## config.mk

```make
export PLATFORM = sky130hd
export DESIGN_NAME = uart_tx_arbiter_flat
export DESIGN_NICKNAME = d
export VERILOG_FILES = /design/src/rtl/uart_tx_arbiter_if.sv /design/src/rtl/uart_tx_arbiter.sv /design/src/flat_wrapper.sv
export SDC_FILE = /design/constraint.sdc
export NUM_CORES = 1
export LEC_CHECK = 0
export BUFFER_PORTS_ARGS = -buffer_cell sky130_fd_sc_hd__buf_2
export CORE_MARGIN = 2
export CORE_UTILIZATION = 55
export DETAILED_ROUTE_END_ITERATION = 8
export PLACE_DENSITY = 0.89
export RECOVER_POWER = 25
export SYNTH_ARGS = -nofsm -noshare
export SYNTH_HDL_FRONTEND = slang
export SYNTH_SLANG_ARGS = --single-unit
```

## constraint.sdc

```tcl
create_clock -name clk -period 4.38 [get_ports clk]
set_clock_uncertainty 0.1 [all_clocks]
set_input_delay 1.095 -clock clk [delete_from_list [all_inputs] [get_ports clk]]
set_output_delay 1.095 -clock clk [all_outputs]
set_load 0.02 [all_outputs]
```

## src/rtl/uart_tx_arbiter_if.sv

```systemverilog
// rtl/uart_tx_arbiter_if.sv - four-requester byte handshake bundle for the UART TX arbiter
interface uart_tx_arbiter_if;
    logic [3:0]  req_valid;
    logic [31:0] req_data;
    logic [3:0]  req_ready;

    modport master (output req_valid, output req_data, input req_ready);
    modport slave  (input req_valid, input req_data, output req_ready);
endinterface

```

## src/rtl/uart_tx_arbiter.sv

```systemverilog
// rtl/uart_tx_arbiter.sv - round-robin arbiter feeding one 8N1 UART transmitter
// Grants one of four byte requesters while idle, then serializes the latched byte LSB first.
module uart_tx_arbiter #(
    parameter int CLKS_PER_BIT = 16
) (
    input  logic               clk,
    input  logic               reset_n,
    uart_tx_arbiter_if.slave   bus,
    output logic               uart_tx,
    output logic               busy,
    output logic [1:0]         grant_id,
    output logic               frame_done
);

    typedef enum logic [1:0] {IDLE, START, DATA, STOP} state_t;

    localparam logic [15:0] BIT_LAST = 16'(CLKS_PER_BIT - 1);

    state_t      state, state_n;
    logic [15:0] cnt, cnt_n;
    logic [2:0]  bit_idx, bit_idx_n;
    logic [7:0]  shift_data, data_n;
    logic [1:0]  grant_n;
    logic        tx_n, done_n;
    logic [3:0]  ready_c;
    logic [1:0]  pick, cand;
    logic        found;

    // Search starts one past the last grant; i == 4 wraps back onto the last grant itself.
    always_comb begin
        pick  = grant_id;
        cand  = grant_id;
        found = 1'b0;
        for (int i = 1; i <= 4; i++) begin
            cand = grant_id + 2'(i);
            if (!found && bus.req_valid[cand]) begin
                found = 1'b1;
                pick  = cand;
            end
        end
    end

    always_comb begin
        state_n   = state;
        cnt_n     = cnt;
        bit_idx_n = bit_idx;
        data_n    = shift_data;
        grant_n   = grant_id;
        done_n    = 1'b0;
        ready_c   = 4'b0000;
        case (state)
            IDLE: begin
                if (found) begin
                    ready_c[pick] = 1'b1;
                    data_n        = bus.req_data[{pick, 3'b000} +: 8];
                    grant_n       = pick;
                    cnt_n         = BIT_LAST;
                    state_n       = START;
                end
            end
            START: begin
                if (cnt == 16'd0) begin
                    cnt_n     = BIT_LAST;
                    bit_idx_n = 3'd0;
                    state_n   = DATA;
                end else begin
                    cnt_n = cnt - 16'd1;
                end
            end
            DATA: begin
                if (cnt == 16'd0) begin
                    cnt_n = BIT_LAST;
                    if (bit_idx == 3'd7) begin
                        state_n = STOP;
                    end else begin
                        bit_idx_n = bit_idx + 3'd1;
                    end
                end else begin
                    cnt_n = cnt - 16'd1;
                end
            end
            STOP: begin
                if (cnt == 16'd0) begin
                    state_n = IDLE;
                    done_n  = 1'b1;
                end else begin
                    cnt_n = cnt - 16'd1;
                end
            end
            default: state_n = IDLE;
        endcase

        // Line level is precomputed from the next state so uart_tx can be a plain register.
        case (state_n)
            START:   tx_n = 1'b0;
            DATA:    tx_n = data_n[bit_idx_n];
            default: tx_n = 1'b1;
        endcase
    end

    // The accept pulse is combinational with the grant decision, so reset must mask it directly.
    assign bus.req_ready = reset_n ? ready_c : 4'b0000;

    always_ff @(posedge clk or negedge reset_n) begin
        if (!reset_n) begin
            state      <= IDLE;
            cnt        <= '0;
            bit_idx    <= '0;
            shift_data <= '0;
            grant_id   <= 2'd3;
            uart_tx    <= 1'b1;
            busy       <= 1'b0;
            frame_done <= 1'b0;
        end else begin
            state      <= state_n;
            cnt        <= cnt_n;
            bit_idx    <= bit_idx_n;
            shift_data <= data_n;
            grant_id   <= grant_n;
            uart_tx    <= tx_n;
            busy       <= (state_n != IDLE);
            frame_done <= done_n;
        end
    end

endmodule

```

## src/flat_wrapper.sv

```systemverilog
// flat-port wrapper written by rule: the top's interface ports become plain ports
module uart_tx_arbiter_flat 
#(
    parameter int CLKS_PER_BIT = 16
)
  (clk, reset_n, uart_tx, busy, grant_id, frame_done, bus_req_valid, bus_req_data, bus_req_ready);
  uart_tx_arbiter_if bus_i ();
  input  logic clk;
  input  logic reset_n;
  output logic uart_tx;
  output logic busy;
  output logic [1:0] grant_id;
  output logic frame_done;
  input wire logic [$bits(bus_i.req_valid)-1:0] bus_req_valid;
  input wire logic [$bits(bus_i.req_data)-1:0] bus_req_data;
  output wire logic [$bits(bus_i.req_ready)-1:0] bus_req_ready;
  assign bus_i.req_valid = bus_req_valid;
  assign bus_i.req_data = bus_req_data;
  assign bus_req_ready = bus_i.req_ready;
  uart_tx_arbiter #(.CLKS_PER_BIT(CLKS_PER_BIT)) u_core (.clk(clk), .reset_n(reset_n), .bus(bus_i), .uart_tx(uart_tx), .busy(busy), .grant_id(grant_id), .frame_done(frame_done));
endmodule
```

==> metrics.cfg, run 1 <==
[worst_hold_path]
whs_path_depth = 1
worstHoldPathType = reg2reg

[timing]
finalHoldViolCount = 0
max_freq_ghz = 0.2578
slew_headroom = -0.1828
tightest_slew_ps = 1774
drv_slew = 35
fin_crit_ps = 3879
setup_tns_ps = 0
holdWs_ps = 407.6
period_share = 0.8855
setup_violations = 0
rsz0062_at_grt = no

[logic_synthesis]
yosysWarnings = 0
synth_xor_area_frac = 0.04297
synthesis.nets = 290
synth_fa_ha_area_frac = 0.03906
seq_area_frac_synth = 0.3811
synth_compound_area_frac = 0.1975
muxShareOfSynthArea = 0.06473
postSynth.asyncResetShare = 1.000
ys_ff_latch = 34
synthFlopType = dfrtp_1
syn_inst = 245
synth_enable_flop_cells = 0
syn-mean-instance-area_um2 = 9.152
ys_types = 56
synth-simple-area-share = 0.2266
synth_area_mm2 = 0.002242
synth_top_family_by_area = simple AND/OR/NAND/NOR gates

[place]
port_buffers = 46
dp.cells = 336
hpwl_mm = 3.922
gp_congestion = 0.8971

[run_status]
outcome = finished with violations
violations = capacitance limit, slew limit

[drt]
drc = 0
dr.pass1.iters = 4
met2WireLength_mm = 2.613
ant_nets = 0
routedWlPerCell_um = 15.54
wl_mm = 5.330
vias = 2002
wl_met1_mm = 2.349
via_per_inst = 5.837
drt_iter0_markers = 98
wl_met3_um = 297
highest_layer = met4

[die]
die_h_um = 67.85
coreArea_mm2 = 0.003971
initial_core_util = 0.5646
num_rows = 23
die_w_um = 67.85
die_area_mm2 = 0.004604
top_level_ports = 47

[setup_path]
crit_chain = buf_2 > nand2b_1 > a21oi_1 > nor3_2 > nand2_1 > nor2_1 > buf_2
required_ps = 3180
critical_path.startpoint_type = input pin
critPathCaptureType = output pin
cp_max_fo = 14
critPathSlowestCell = nor3_2
critPathMaxStageDelay_ps = 770
rr_worst_depth = 9
cp_common_cell = buf_2
critPathArrivalTime_ps = 2680
path_class = in2out

[global_routing]
grt_first_pass_wirelength_mm = 8.342
grt_max_degree = 35
grt_pass1_vias = 1771
grt_use_total = 0.2499
gr-total-overflow = 0
antenna_found_initial = 0

[power]
leakage_nw = 1.239
p_per_area_mw_per_mm2 = 685.1
vdd_drop_max_mv = 0.4551

[cts]
cts_buffer_depth = 2
clock_sinks = 34
cts_tree = done
htreeDepth = 2
ctsResizeCount = 0
cts_buffers = 5
clk_latency_ps = 290
post_cts_buffers = 0
path_clk_slew_ps = 70
cts-hold-fix-buffers = 0
cts_root_buffer = clkbuf_8

[cells_and_area]
area.sequential_um2 = 854.6
multi_input_area_mm2 = 0.001285
fill_cells = 330
fin_cells = 343
final_layout_size_suffix_gt1_frac = 0.2491
final_nets = 338
flow.area_growth_from_synthesis_pct = 14.79
num_antenna_cells = 0

[run]
maxCapViolations = 1

## registers in the layout (all words and copies together) (netlist names)
signal,count
u_core.bit_idx,3
u_core.busy,1
u_core.cnt,16
u_core.frame_done,1
u_core.grant_id,2
u_core.shift_data,8
u_core.state,2
u_core.uart_tx,1
## report_power, final
group	total (mW)	internal [mW]	switching, mW	leakage [nW]
logic	1.01	0.400	0.611	0.767
clock network	0.216	0.109	0.106	0.0383
registers	0.537	0.444	0.0930	0.434
total	1.76	0.953	0.810	1.24
## final cells by class
class	count	share of cell area
flip-flops and latches	34	0.3320
well taps	50	0.02431
multi-input cells	191	0.4993
inverters	12	0.01847
repair buffers	49	0.09626
clock buffers	7	0.02965
## cell usage in the layout (no fill, tap or decap), types with 3 or more instances in the layout
cell type	n
mux2_2	4
o31ai_1	6
a21o_1	3
clkbuf_1	4
mux2i_1	10
clkbuf_8	5
nor3_1	11
dfrtp_1	31
dfstp_2	3
ha_1	7
inv_1	11
nor4_1	4
nand2_1	26
o21ai_0	13
buf_2	45
xnor2_1	8
a21oi_1	11
nand3_1	4
nand2b_1	4
xor2_1	3
nor3b_1	3
nor2_1	24
or2_2	3
a31oi_1	3
nand4_1	3
## synth_stat cells, types with 2 or more instances
master | n | area, um2
nor4_1 | 4 | 25.02
nand4_1 | 3 | 18.77
a211o_1 | 2 | 17.52
o21a_1 | 2 | 15.01
inv_1 | 11 | 41.29
nor3b_1 | 3 | 22.52
or2_2 | 3 | 18.77
a22o_1 | 2 | 17.52
xor2_1 | 3 | 26.28
or3_1 | 2 | 12.51
o31ai_1 | 6 | 45.04
xnor2_1 | 8 | 70.07
or4_1 | 2 | 15.01
nor2_1 | 24 | 90.09
ha_1 | 7 | 87.58
nand2_1 | 26 | 97.59
a22oi_1 | 2 | 15.01
nand2b_1 | 4 | 25.02
mux2i_1 | 10 | 100.1
mux2_2 | 4 | 45.04
dfstp_2 | 3 | 78.83
a21oi_1 | 11 | 55.05
buf_6 | 4 | 45.04
and2_1 | 2 | 12.51
nand3_1 | 4 | 20.02
a31oi_1 | 3 | 18.77
nor3_1 | 12 | 60.06
o211a_1 | 2 | 20.02
o21ai_0 | 13 | 65.06
nand3b_1 | 2 | 15.01
clkbuf_1 | 4 | 15.01
dfrtp_1 | 31 | 775.7
a21o_1 | 3 | 22.52
## per-layer routing
layer,track usage,vias up
met5,0,-
met4,0.1075,0
met3,0.05428,6
met2,0.4056,59
met1,0.3234,959
li1,-,978
## through the flow
step             util  setup slack, ps  instance area, um2  total power [mW]
2_1_floorplan       -            685.6                2242             1.329
4_1_cts        0.6493            507.3                2579             1.758
6_report       0.6481            501.3                2574             1.763
5_1_grt        0.6481            265.2                2574             1.912
3_3_place_gp   0.6301            572.5                2502             1.485
3_5_place_dp   0.6301            511.3                2502             1.532
## cell families after synthesis
kind of cell / count (synthesis)
buffers and inverters: 20
adder cells (fa/ha/maj): 7
flip-flops: 34
multiplexers: 14
AO/OA/AOI/OAI: 60
XOR/XNOR: 11
AND/OR/NAND/NOR: 99
## path summary, 6_finish.rpt
kind | start | end | slack (ps)
worst max-delay path | bus_req_valid[2] | bus_req_ready[2] | 500
worst min-delay path | u_core.shift_data[7] | u_core.shift_data[7] | 410
worst max register to register | u_core.cnt[11] | u_core.uart_tx | 920
worst min register to register | u_core.shift_data[7] | u_core.shift_data[7] | 410
max in group asynchronous | reset_n | u_core.cnt[2] | 1730
min in group asynchronous | reset_n | u_core.shift_data[7] | 1430
## critical path, delay by kind of cell
kind | cells | cell delay [ps]
simple gates | 4 | 1170
buf+inv | 2 | 290
compound gates | 1 | 120
Note: power is estimated with default switching activity, not from simulation.
==> run 2, diff against run 1 <==
ABC_AREA = 1   (was default)
CORE_UTILIZATION = 40   (was 55)
PLACE_DENSITY = 0.7   (was 0.89)
==> run 2 against run 1 <==
The flow still finishes with violations (capacitance limit, slew limit). Area after synthesis increased by 15%. Final cell count increased by 43%. Hold slack got worse by 23 ps. Non-clock buffer count down 2. Global-route usage down 8.5 points. Largest cell class unchanged.
==> metrics.cfg, run 2 <==
[logic_synthesis]
syn-mean-instance-area_um2 = 6.996
synth_top_cells_by_count = nand2_1, nand3_1, inv_1
ys_types = 38
synthFlopType = dfrtp_1
synth_top_area_share = 0.3021
synthesis.nets = 412
ys_ff_latch = 34
synth_area_leaders = dfrtp_1, nand2_1, nand3_1
synth_enable_flop_cells = 0
seq_area_frac_synth = 0.3328
yosysMostFrequentCell = nand2_1
synth_area_mm2 = 0.002567
yosysWarnings = 0
synth_area_leader_cell = dfrtp_1
postSynth.asyncResetShare = 1.000
syn_inst = 367

[die]
coreArea_mm2 = 0.006277
num_rows = 29
top_level_ports = 47
die_area_mm2 = 0.007075
die_w_um = 84.12
die_h_um = 84.12
initial_core_util = 0.4090

[cts]
post_cts_buffers = 0
clk_latency_ps = 290
path_clk_slew_ps = 70
cts-hold-fix-buffers = 0
htreeDepth = 2
cts_buffers = 5
cts_root_buffer = clkbuf_8
cts_buffer_depth = 2
ctsResizeCount = 0
clock_sinks = 34
cts_tree = done

[run_status]
violations = capacitance limit, slew limit
outcome = finished with violations

[global_routing]
grt_max_degree = 35
antenna_found_initial = 0
grt_pass1_vias = 2275
grt_first_pass_wirelength_mm = 9.653
gr-total-overflow = 0
grt_use_total = 0.1650

[setup_path]
required_ps = 3180
critical_path.startpoint_type = input pin
critPathArrivalTime_ps = 2650
cp_max_fo = 17
path_class = in2out
critPathCaptureType = output pin

[timing]
rsz0062_at_grt = no
slew_headroom = -0.2061
holdWs_ps = 384.9
drv_slew = 35
setup_violations = 0
period_share = 0.8785
finalHoldViolCount = 0
setup_ws_ps = 532.1
max_freq_ghz = 0.2599
tightest_slew_ps = 1809
fin_crit_ps = 3848
setup_tns_ps = 0

[cells_and_area]
final_nets = 459
largest_reg_flops = 16
final_cell_mix = nand2_1, buf_2, nand3_1, inv_1
final_layout_size_suffix_gt1_frac = 0.2241
reg.largest.list = u_core.cnt (16), u_core.shift_data (8), u_core.bit_idx (3)
layout_commonest_cell = nand2_1
regMostFlops = u_core.cnt
num_antenna_cells = 0
final_util = 0.4674
flow.area_growth_from_synthesis_pct = 14.28
design_area_mm2 = 0.002934

[drt]
ant_nets = 0
routedWlPerCell_um = 11.42
drc = 0
drt_iter0_markers = 84
wl_mm = 5.617
vias = 2450
via_per_inst = 4.980
dr.pass1.iters = 4

[power]
pwr-share-clk = 0.391
p_int_uw = 465.8
combPwrFrac = 0.103
vdd_drop_max_mv = 0.1497
switching_share = 0.2500
p_per_area_mw_per_mm2 = 211.7
p_seq_frac = 0.506
leakage_nw = 1.668
p_sw_uw = 155.3

[place]
gp_congestion = 0.9433
port_buffers = 46
hpwl_mm = 4.358
postPlaceCellArea_mm2 = 0.002844
pre_cts_ws_ps = 544.9

[worst_hold_path]
worstHoldPathType = reg2reg

[run]
maxCapViolations = 1

-- run 2: changes by cell type after synthesis, moves of 7 or more --
cell     before  now
nor3_1       12    4
mux2i_1      10    0
nand2_2       0    8
nor2_1       24   31
nand3_1       4   42
nand3_2       0    7
nand2_1      26  116
xnor2_1       8    1
inv_1        11   40
-- run 2: power by group through the flow --
stage	logic [mW]	clock network (mW)	registers, mW
after detailed placement	0.0654	0	0.320
after global routing	0.0729	0.263	0.314
final	0.0641	0.243	0.314
after CTS	0.0657	0.252	0.314
after floorplan	0.0367	0	0.320
after global placement	0.0648	0	0.320
-- run 2: worst paths after layout --
check                                     startpoint                   end  slack (ps)  cells after the start
worst min-delay path            u_core.shift_data[1]  u_core.shift_data[1]         380                      2
max in group asynchronous                    reset_n         u_core.cnt[1]        1690                      2
worst min register to register  u_core.shift_data[1]  u_core.shift_data[1]         380                      2
min in group asynchronous                    reset_n        u_core.cnt[10]        1450                      2
worst max-delay path                bus_req_valid[0]      bus_req_ready[1]         530                     11
worst max register to register    u_core.grant_id[0]        u_core.uart_tx        1730                     19
-- run 2: layer usage --
layer  GRT usage  part of all wire  vias to the layer above
li1            -                 -                     1268
met1      0.2153              0.48                     1138
met2      0.2792              0.48                       38
met3     0.03066             0.028                        6
met4     0.04839             0.012                        0
met5           0                 0                        -
-- run 2: cell families (layout without fill, tap and decap cells) --
logic type               count (synthesis)  in the layout  synth area share
AO/OA/AOI/OAI                           35             35           0.09016
XOR/XNOR                                 9              9           0.03070
adder cells (fa/ha/maj)                  7              7           0.03411
buffers and inverters                   53            101           0.08966
flip-flops                              34             34            0.3328
AND/OR/NAND/NOR                        229            229            0.4225
-- run 2: metrics by stage --
step | std cells | power [mW]
3_3_place_gp | 484 | 0.3847
3_5_place_dp | 484 | 0.3853
2_1_floorplan | 367 | 0.3566
6_report | 492 | 0.6210
4_1_cts | 492 | 0.6320
5_1_grt | 492 | 0.6497
-- run 2: critical path, stage by stage --
cell and delay (ps):
buf_2 100, nand2_1 60, nand2_1 90, nand2_2 120
nand2_4 70, inv_2 90, nand3_2 240, nand2_4 260
inv_2 110, nor4_1 210, buf_2 200
-- run 2: layout make-up --
| type | count | area, um2 |
|---|---|---|
| tap | 77 | 96.34 |
| inverter | 46 | 172.7 |
| multi-input combinational | 280 | 1483 |
| sequential | 34 | 854.6 |
| clock buffer | 6 | 82.58 |
| fill | 615 | 3343 |
| timing repair buffer | 47 | 232.7 |
| clock inverter | 2 | 12.51 |
==> run 3, diff against run 2 <==
CTS_BUF_LIST = sky130_fd_sc_hd__clkbuf_2   (was default)
HOLD_SLACK_MARGIN = 0.12   (was default)
==> run 3 against run 2 <==
The flow still finishes with violations (capacitance limit, slew limit). Wire length decreased by 0.50%. Core utilization decreased by 0.86 points. First-iteration DRC count grew 4.8%. Fmax decreased by 1.1%. Clock-buffer cell count decreased by 1. Non-clock buffer count stayed put. Hold slack better by 22 ps. Sequential power is essentially flat. Critical path type is now reg2out. Largest cell class unchanged.
==> metrics.cfg, run 3 (synthesis gave the netlist of run 2 again) <==
[place]
gp_congestion = 0.9433
port_buffers = 46
dp.cells = 484
hpwl_mm = 4.358

[setup_path]
crit_cells = 11
cp_common_cell = inv_2
reg2reg_setup_slack_ps = 1730
crit_buf_inv = 4
worstReg2RegStart = u_core.grant_id[0]
rr_endpoint = u_core.uart_tx
crit_family = simple AND/OR/NAND/NOR gates
crit_start = u_core.grant_id[0]
rr_worst_depth = 19
critPathMaxStageDelay_ps = 700
crit_chain = inv_2 > nand2_1 > nand2_2 > nand2_2 > nand2_4 > inv_2 > nand3_2 > nand2_4 > inv_2 > nor4_1 > buf_2
critical_path.startpoint_type = flip-flop
cp-endpoint = bus_req_ready[1]
critPathCaptureType = output pin
critPathSlowestCell = dfstp_2
required_ps = 3180
critPathArrivalTime_ps = 2690
cp_max_fo = 17
path_class = reg2out

[drt]
drt_iter0_markers = 88
met2WireLength_mm = 2.666
wl_met3_um = 187
via_per_inst = 5.033
dr.pass1.iters = 4
drc = 0
routedWlPerCell_um = 11.36
wl_mm = 5.589
wl_met1_mm = 2.638
highest_layer = met4
vias = 2476
ant_nets = 0

[power]
leakage_nw = 1.647
p_per_area_mw_per_mm2 = 182.0
vdd_drop_max_mv = 0.09476

[global_routing]
grt_max_degree = 35
gr-total-overflow = 0
grt_pass1_vias = 2279
grt_use_total = 0.1647
antenna_found_initial = 0
grt_first_pass_wirelength_mm = 9.646

[cts]
post_cts_buffers = 0
cts_root_buffer = clkbuf_2
cts_buffers = 5
cts_buffer_depth = 2
htreeDepth = 2
ctsResizeCount = 0
path_clk_slew_ps = 180
cts_tree = done
clk_latency_ps = 390
cts-hold-fix-buffers = 0
clock_sinks = 34

[worst_hold_path]
worstHoldPathType = reg2reg
whs_path_depth = 2

[cells_and_area]
final_nets = 459
num_antenna_cells = 0
fill_cells = 619
final_cell_mix = nand2_1, buf_2, nand3_1, inv_1
reg.largest.list = u_core.cnt (16), u_core.shift_data (8), u_core.bit_idx (3)
largest_reg_flops = 16
final_util = 0.4588
multi_input_area_mm2 = 0.001483
flow.area_growth_from_synthesis_pct = 12.18
regMostFlops = u_core.cnt
layout_commonest_cell = nand2_1
area.sequential_um2 = 854.6
final_layout_size_suffix_gt1_frac = 0.2217
fin_cells = 492

[timing]
slew_headroom = -0.1984
period_share = 0.8880
setup_violations = 0
rsz0062_at_grt = no
max_freq_ghz = 0.2571
drv_slew = 35
setup_tns_ps = 0
finalHoldViolCount = 0
fin_crit_ps = 3889
tightest_slew_ps = 1798

[die]
die_w_um = 84.12
die_area_mm2 = 0.007075
die_h_um = 84.12
top_level_ports = 47
num_rows = 29
initial_core_util = 0.4090
coreArea_mm2 = 0.006277

[run_status]
violations = capacitance limit, slew limit
outcome = finished with violations

[run]
maxCapViolations = 1

run 3: per-stage QoR:
step / hold slack (ps) / worst slack, ps / power (mW) / area, um2
after floorplan: 344.5 / 669.0 / 0.3566 / 2567
after global placement: 361.3 / 618.7 / 0.3847 / 2844
after detailed placement: 372.0 / 544.9 / 0.3853 / 2844
after CTS: 410.9 / 488.0 / 0.5338 / 2885
after global routing: 429.4 / 199.1 / 0.5533 / 2880
final: 407.0 / 490.8 / 0.5241 / 2880
run 3: tightest hold or removal path: stages, from the launching register on:
cell and delay, ps:
dfrtp_1 360, nand2_1 60, nand3_2 70
run 3: how the worst min path moves through the flow:
stage	start	to	slack, ps
2_1_floorplan	u_core.shift_data[5]	u_core.shift_data[5]	340
5_1_grt	u_core.shift_data[5]	u_core.shift_data[5]	430
3_3_place_gp	u_core.shift_data[7]	u_core.shift_data[7]	360
6_report	u_core.shift_data[1]	u_core.shift_data[1]	410
3_5_place_dp	u_core.shift_data[5]	u_core.shift_data[5]	370
4_1_cts	u_core.shift_data[5]	u_core.shift_data[5]	410
run 3: cell type report:
cell class / instances / area share
Clock inverter: 3 / 0.005647
Inverter: 46 / 0.05995
Tap cell: 77 / 0.03345
Sequential cell: 34 / 0.2967
Timing Repair Buffer: 47 / 0.08080
Multi-Input combinational cell: 280 / 0.5148
Clock buffer: 5 / 0.008688
run 3: metal layers:
metal,vias up,global-route usage
met1,1147,0.2142
met4,0,0.05279
met2,49,0.2792
met5,-,0
met3,10,0.02770
li1,1270,-
run 3: power by group:
| group | switching, mW | internal, mW | total [mW] |
|---|---|---|---|
| Combinational | 0.0385 | 0.0256 | 0.0640 |
| Clock | 0.109 | 0.0363 | 0.146 |
| Sequential | 0 | 0.314 | 0.314 |
